--- src/rtl/wb_arbiter2.sv ---
`default_nettype none
// ============================================================================
//  Module      : wb_arbiter2
//  Description : Two-master / one-slave Wishbone arbiter with round-robin
//                grant locked for the whole CYC and a bus-hang watchdog.
//  Revision    : 1.0 - initial release
// ============================================================================
module wb_arbiter2 #(
    parameter int ADDR_W  = 32,
    parameter int DATA_W  = 32,
    parameter int TIMEOUT = 255
) (
    input  logic              clk,
    input  logic              rst,

    input  logic              m0_CYC,
    input  logic              m0_STB,
    input  logic              m0_WE,
    input  logic [ADDR_W-1:0] m0_ADR,
    input  logic [DATA_W-1:0] m0_DAT_W,
    input  logic [2:0]        m0_CTI,
    output logic [DATA_W-1:0] m0_DAT_R,
    output logic              m0_ACK,
    output logic              m0_ERR,
    output logic              m0_RTY,

    input  logic              m1_CYC,
    input  logic              m1_STB,
    input  logic              m1_WE,
    input  logic [ADDR_W-1:0] m1_ADR,
    input  logic [DATA_W-1:0] m1_DAT_W,
    input  logic [2:0]        m1_CTI,
    output logic [DATA_W-1:0] m1_DAT_R,
    output logic              m1_ACK,
    output logic              m1_ERR,
    output logic              m1_RTY,

    output logic              s_CYC,
    output logic              s_STB,
    output logic              s_WE,
    output logic [ADDR_W-1:0] s_ADR,
    output logic [DATA_W-1:0] s_DAT_W,
    output logic [2:0]        s_CTI,
    input  logic [DATA_W-1:0] s_DAT_R,
    input  logic              s_ACK,
    input  logic              s_ERR,
    input  logic              s_RTY,

    output logic [1:0]        gnt
);

    // The counter only ever needs to hold TIMEOUT-1: the abort fires on the
    // cycle that would have been the TIMEOUT-th unterminated strobe.
    localparam int               WDT_W    = (TIMEOUT > 1) ? $clog2(TIMEOUT) : 1;
    localparam logic [WDT_W-1:0] WDT_LAST = WDT_W'((TIMEOUT > 0) ? TIMEOUT - 1 : 0);
    localparam logic [WDT_W-1:0] WDT_ONE  = WDT_W'(1);

    typedef enum logic [1:0] {
        S_IDLE  = 2'd0,
        S_GNT0  = 2'd1,
        S_GNT1  = 2'd2,
        S_ABORT = 2'd3
    } state_t;

    state_t            r_state;
    state_t            w_next;
    logic              r_last;      // 0: m0 owned the bus last, 1: m1
    logic [WDT_W-1:0]  r_wdt;

    logic              w_sel1;
    logic              w_granted;
    logic              w_cyc;
    logic              w_stb;
    logic              w_we;
    logic [ADDR_W-1:0] w_adr;
    logic [DATA_W-1:0] w_dat;
    logic [2:0]        w_cti;
    logic              w_term;
    logic              w_timeout;
    logic              w_owner_cyc;

    assign w_sel1      = (r_state == S_GNT1);
    assign w_granted   = (r_state == S_GNT0) || (r_state == S_GNT1);
    assign w_cyc       = w_sel1 ? m1_CYC   : m0_CYC;
    assign w_stb       = w_sel1 ? m1_STB   : m0_STB;
    assign w_we        = w_sel1 ? m1_WE    : m0_WE;
    assign w_adr       = w_sel1 ? m1_ADR   : m0_ADR;
    assign w_dat       = w_sel1 ? m1_DAT_W : m0_DAT_W;
    assign w_cti       = w_sel1 ? m1_CTI   : m0_CTI;
    assign w_term      = s_ACK | s_ERR | s_RTY;
    // A real slave termination in the same cycle always beats the abort.
    assign w_timeout   = (TIMEOUT != 0) && w_granted && w_stb && !w_term && (r_wdt == WDT_LAST);
    assign w_owner_cyc = r_last ? m1_CYC : m0_CYC;

    assign m0_DAT_R = s_DAT_R;
    assign m1_DAT_R = s_DAT_R;

    always_comb begin
        w_next  = r_state;
        s_CYC   = 1'b0;
        s_STB   = 1'b0;
        s_WE    = 1'b0;
        s_ADR   = '0;
        s_DAT_W = '0;
        s_CTI   = 3'b000;
        m0_ACK  = 1'b0;
        m0_ERR  = 1'b0;
        m0_RTY  = 1'b0;
        m1_ACK  = 1'b0;
        m1_ERR  = 1'b0;
        m1_RTY  = 1'b0;
        gnt     = 2'b00;

        case (r_state)
            S_IDLE: begin
                if (m0_CYC && (!m1_CYC || r_last)) begin
                    w_next = S_GNT0;
                end else if (m1_CYC) begin
                    w_next = S_GNT1;
                end
            end

            S_GNT0, S_GNT1: begin
                s_CYC   = w_cyc;
                s_STB   = w_stb;
                s_WE    = w_we;
                s_ADR   = w_adr;
                s_DAT_W = w_dat;
                s_CTI   = w_cti;
                gnt     = w_sel1 ? 2'b10 : 2'b01;
                if (w_sel1) begin
                    m1_ACK = s_ACK;
                    m1_ERR = s_ERR | w_timeout;
                    m1_RTY = s_RTY;
                end else begin
                    m0_ACK = s_ACK;
                    m0_ERR = s_ERR | w_timeout;
                    m0_RTY = s_RTY;
                end
                if (!w_cyc) begin
                    w_next = S_IDLE;
                end else if (w_timeout) begin
                    w_next = S_ABORT;
                end
            end

            S_ABORT: begin
                // Bus is released but the owner keeps the lock until it drops CYC.
                gnt = r_last ? 2'b10 : 2'b01;
                if (!w_owner_cyc) begin
                    w_next = S_IDLE;
                end
            end

            default: begin
                w_next = S_IDLE;
            end
        endcase
    end

    always_ff @(posedge clk or posedge rst) begin
        if (rst) begin
            r_state <= S_IDLE;
            r_last  <= 1'b1;
            r_wdt   <= '0;
        end else begin
            r_state <= w_next;
            if (r_state == S_IDLE) begin
                if (w_next == S_GNT0) begin
                    r_last <= 1'b0;
                end else if (w_next == S_GNT1) begin
                    r_last <= 1'b1;
                end
            end
            if ((TIMEOUT != 0) && w_granted && w_stb && !w_term && !w_timeout) begin
                r_wdt <= r_wdt + WDT_ONE;
            end else begin
                r_wdt <= '0;
            end
        end
    end

endmodule
`default_nettype wire

--- config.mk ---
export PLATFORM = sky130hd
export DESIGN_NAME = wb_arbiter2
export DESIGN_NICKNAME = d
export VERILOG_FILES = /design/src/rtl/wb_arbiter2.sv
export SDC_FILE = /design/constraint.sdc
export NUM_CORES = 1
export LEC_CHECK = 0
export CORE_AREA = 2 2 122 124
export CTS_CLUSTER_DIAMETER = 60
export DETAILED_ROUTE_END_ITERATION = 10
export DIE_AREA = 0 0 124 126
export PLACE_DENSITY_LB_ADDON = 0.08
export REMOVE_ABC_BUFFERS = 1
export SYNTH_ARGS = -nofsm -noshare
export SYNTH_HDL_FRONTEND = slang
export SYNTH_SLANG_ARGS = --single-unit
--- constraint.sdc ---
create_clock -name clk -period 6.3 [get_ports clk]
set_clock_uncertainty 0.15 [all_clocks]
set_input_delay 1.89 -clock clk [delete_from_list [all_inputs] [get_ports clk]]
set_output_delay 1.89 -clock clk [all_outputs]
set_load 0.02 [all_outputs]
==> impl_metrics.py <==
metrics = {
    "outcome": {
        "run_status": "completed",
    },
    "final_layout": {
        "drive_gt1_frac": 0.03084,
        "nNetsFinal": 639,
        "fin_cells": 638,
        "syn2layout_area_growth_pct": 82.47,
        "diodes": 0,
        "n_fill_cell": 1501,
        "mostFrequentLayoutCells": "222 x clkdlybuf4s50_1, 70 x nor2b_1, 69 x mux2i_1",
        "final_common_cell": "clkdlybuf4s50_1",
        "utilization": 0.3129,
        "fin_area_sq_mm": 0.004479,
    },
    "placed_design": {
        "place_ws_ns": 0.1943,
        "gp_congestion": 0.7501,
        "dp_hpwl_um": 11420,
        "post-place-cells": 634,
        "place_area_sq_mm": 0.004400,
        "port_buffers": 222,
    },
    "cts": {
        "clock-sinks": 11,
        "root_buffer": "clkbuf_16",
        "numCtsBuffers": 3,
        "clk_pin_slew_ns": 0.04,
        "cts_tree": "done",
        "clock_latency_ns": 0.23,
        "ctsResizeCount": 0,
        "cts_buffer_depth": 2,
        "htree_levels": 1,
        "cts.hold.buffers_added": 0,
        "post-cts-setup-buffers": 0,
    },
    "grt": {
        "grt_pass1_vias": 2687,
        "grt-ovfl-total": 0,
        "grt_use_total": 0.1659,
        "grt_pass1_wl_um": 18940,
        "antenna_found_initial": 1,
        "grt_max_degree": 77,
    },
    "worst_setup_path": {
        "slowest_delay_ns": 0.64,
        "worstSetupStartpoint": "s_ACK",
        "r2r-start": "r_state[1]",
        "r2r_end": "r_last",
        "critPathMaxFanout": 3,
        "cpMostUsedCell": "clkdlybuf4s50_1",
        "worstPathArrival_ns": 4.06,
        "reg2reg_depth": 8,
        "cp.required_ns": 4.26,
        "endpoint_kind": "output pin",
        "path_cells": "clkdlybuf4s50_1 > or4b_4 > nor4_4 > nor2_1 > nor3b_1 > clkdlybuf4s50_1",
        "start_kind": "input pin",
        "r2r_slack_ns": 3.25,
        "critPathKind": "input pin to output pin",
        "cpMaxStageDelayCell": "clkdlybuf4s50_1",
    },
    "floorplanning": {
        "io_pins": 319,
        "die_x_um": 124,
        "row_count": 44,
        "floorplan.initialDensity": 0.1715,
        "die_h_um": 126,
        "die_area_sq_mm": 0.01562,
        "coreArea_sq_mm": 0.01431,
    },
    "logic_synthesis": {
        "syn-instance-count": 307,
        "yosys_warnings": 0,
        "synthDistinctLibCells": 34,
        "postSynthAreaPerCell_sq_um": 7.996,
        "synth_area_leader_cell": "mux2i_1",
        "synthDominantCellAreaShare": 0.2813,
        "netlist_area_sq_mm": 0.002455,
        "ys_seq_elements": 11,
        "synth_area_leaders": "mux2i_1 28%, buf_4 20%, nor2b_1 18%",
        "ys_seq_area_frac": 0.1126,
    },
    "worst_hold_path": {
        "hold_depth": 1,
        "hp-start": "r_wdt[0]",
        "hp-class": "register to register",
        "min_to": "r_wdt[0]",
    },
    "timing": {
        "setup_tns_ns": 0,
        "slew_headroom": 0.5415,
        "fin_crit_ns": 6.100,
        "fin_crit_sh": 0.9683,
        "worst_pin_slew_ns": 0.6877,
        "drv_slew": 0,
        "rsz0062_at_grt": "false",
        "final-setup-viol-count": 0,
        "finalHoldViolCount": 0,
        "max_freq_mhz": 163.9,
        "fin_ws_ns": 0.1995,
    },
    "drt": {
        "post_drt_wl_per_cell_um": 21.71,
        "ant_nets": 0,
        "wl_met2_um": 5460,
        "top_layer": "met5",
        "wl_met1_um": 5290,
        "drt_drc_violations_left": 0,
        "routed_wl_um": 13850,
        "first_pass_iters": 4,
        "viasPerCell": 4.196,
        "drt_iter0_markers": 71,
        "vias": 2677,
        "met3_length_um": 2852,
    },
    "flow_run": {
        "maxCapViolCount": 0,
    },
    "power": {
        "leakage_nw": 1.639,
        "ir_worst_vdd_uv": 400.8,
        "power_density_mw_per_mm2": 440.7,
    },
}
## cell usage after synthesis (all sizes together)
cell	count
inv	7
a31oi	1
nor4	1
o21ai	6
and3	2
ha	7
xor2	2
or4b	1
clkbuf	9
mux2i	69
nand2	8
mux2	2
nor3	2
o311ai	1
nand2b	1
dfstp	1
xnor2	4
o211ai	1
nand4b	1
nand3	5
buf	73
nor3b	1
nand4	1
and3b	2
nand3b	1
nor2	14
nor2b	70
dfrtp	10
a21oi	2
o311a	2
## registers in the layout (all words and copies together) (netlist names)
signal and flops:
r_last 1, r_state 2, r_wdt 8
## critical path: cells and delay by family
kind / cells / cell delay [ns]
simple gates: 4 / 1.07
buf+inv: 2 / 1.09
## per-layer routing
metal	global-route usage	vias to the layer above
met4	0.01190	8
met2	0.2288	211
li1	-	1244
met3	0.1517	19
met1	0.1921	1195
met5	0.08224	-
## worst max path at each step
stage | to | slack [ns] | depth (start not counted)
3_3_place_gp | m0_ERR | 0.23 | 6
5_1_grt | m0_ERR | 0.12 | 6
4_1_cts | m0_ERR | 0.19 | 6
2_1_floorplan | m0_ERR | -0.28 | 6
3_5_place_dp | m0_ERR | 0.19 | 6
6_report | m0_ERR | 0.20 | 6
## cell type report
| cell class | instances | area [sq um] | share of cell area |
|---|---|---|---|
| clock buffers | 4 | 78.83 | 0.01760 |
| well taps | 184 | 230.2 | 0.05140 |
| multi-input cells | 207 | 1610 | 0.3595 |
| inverters | 7 | 26.28 | 0.005866 |
| repair buffers | 225 | 2257 | 0.5039 |
| flip-flops and latches | 11 | 276.5 | 0.06173 |
## power breakdown
group	switching, mW	internal [mW]	total [mW]	leakage (nW)
registers	0.0194	0.0841	0.104	0.148
clock network	0.0291	0.0848	0.114	0.0382
logic	0.899	0.858	1.76	1.45
total	0.947	1.03	1.97	1.64
## per-stage QoR
step | hold slack, ns | power [mW]
6_report | 0.3622 | 1.974
5_1_grt | 0.4255 | 2.108
4_1_cts | 0.3680 | 2.020
3_5_place_dp | 0.3622 | 1.897
3_3_place_gp | 0.3574 | 1.896
2_1_floorplan | 0.3251 | 1.086
## cell families after synthesis
logic type / share of synthesized area
mux: 0.2905
fa+ha+maj: 0.03568
simple gates: 0.2686
xor+xnor: 0.02141
flops: 0.1126
buf+inv: 0.2375
compound gates: 0.03364
Power figures use the tool's default switching activity.
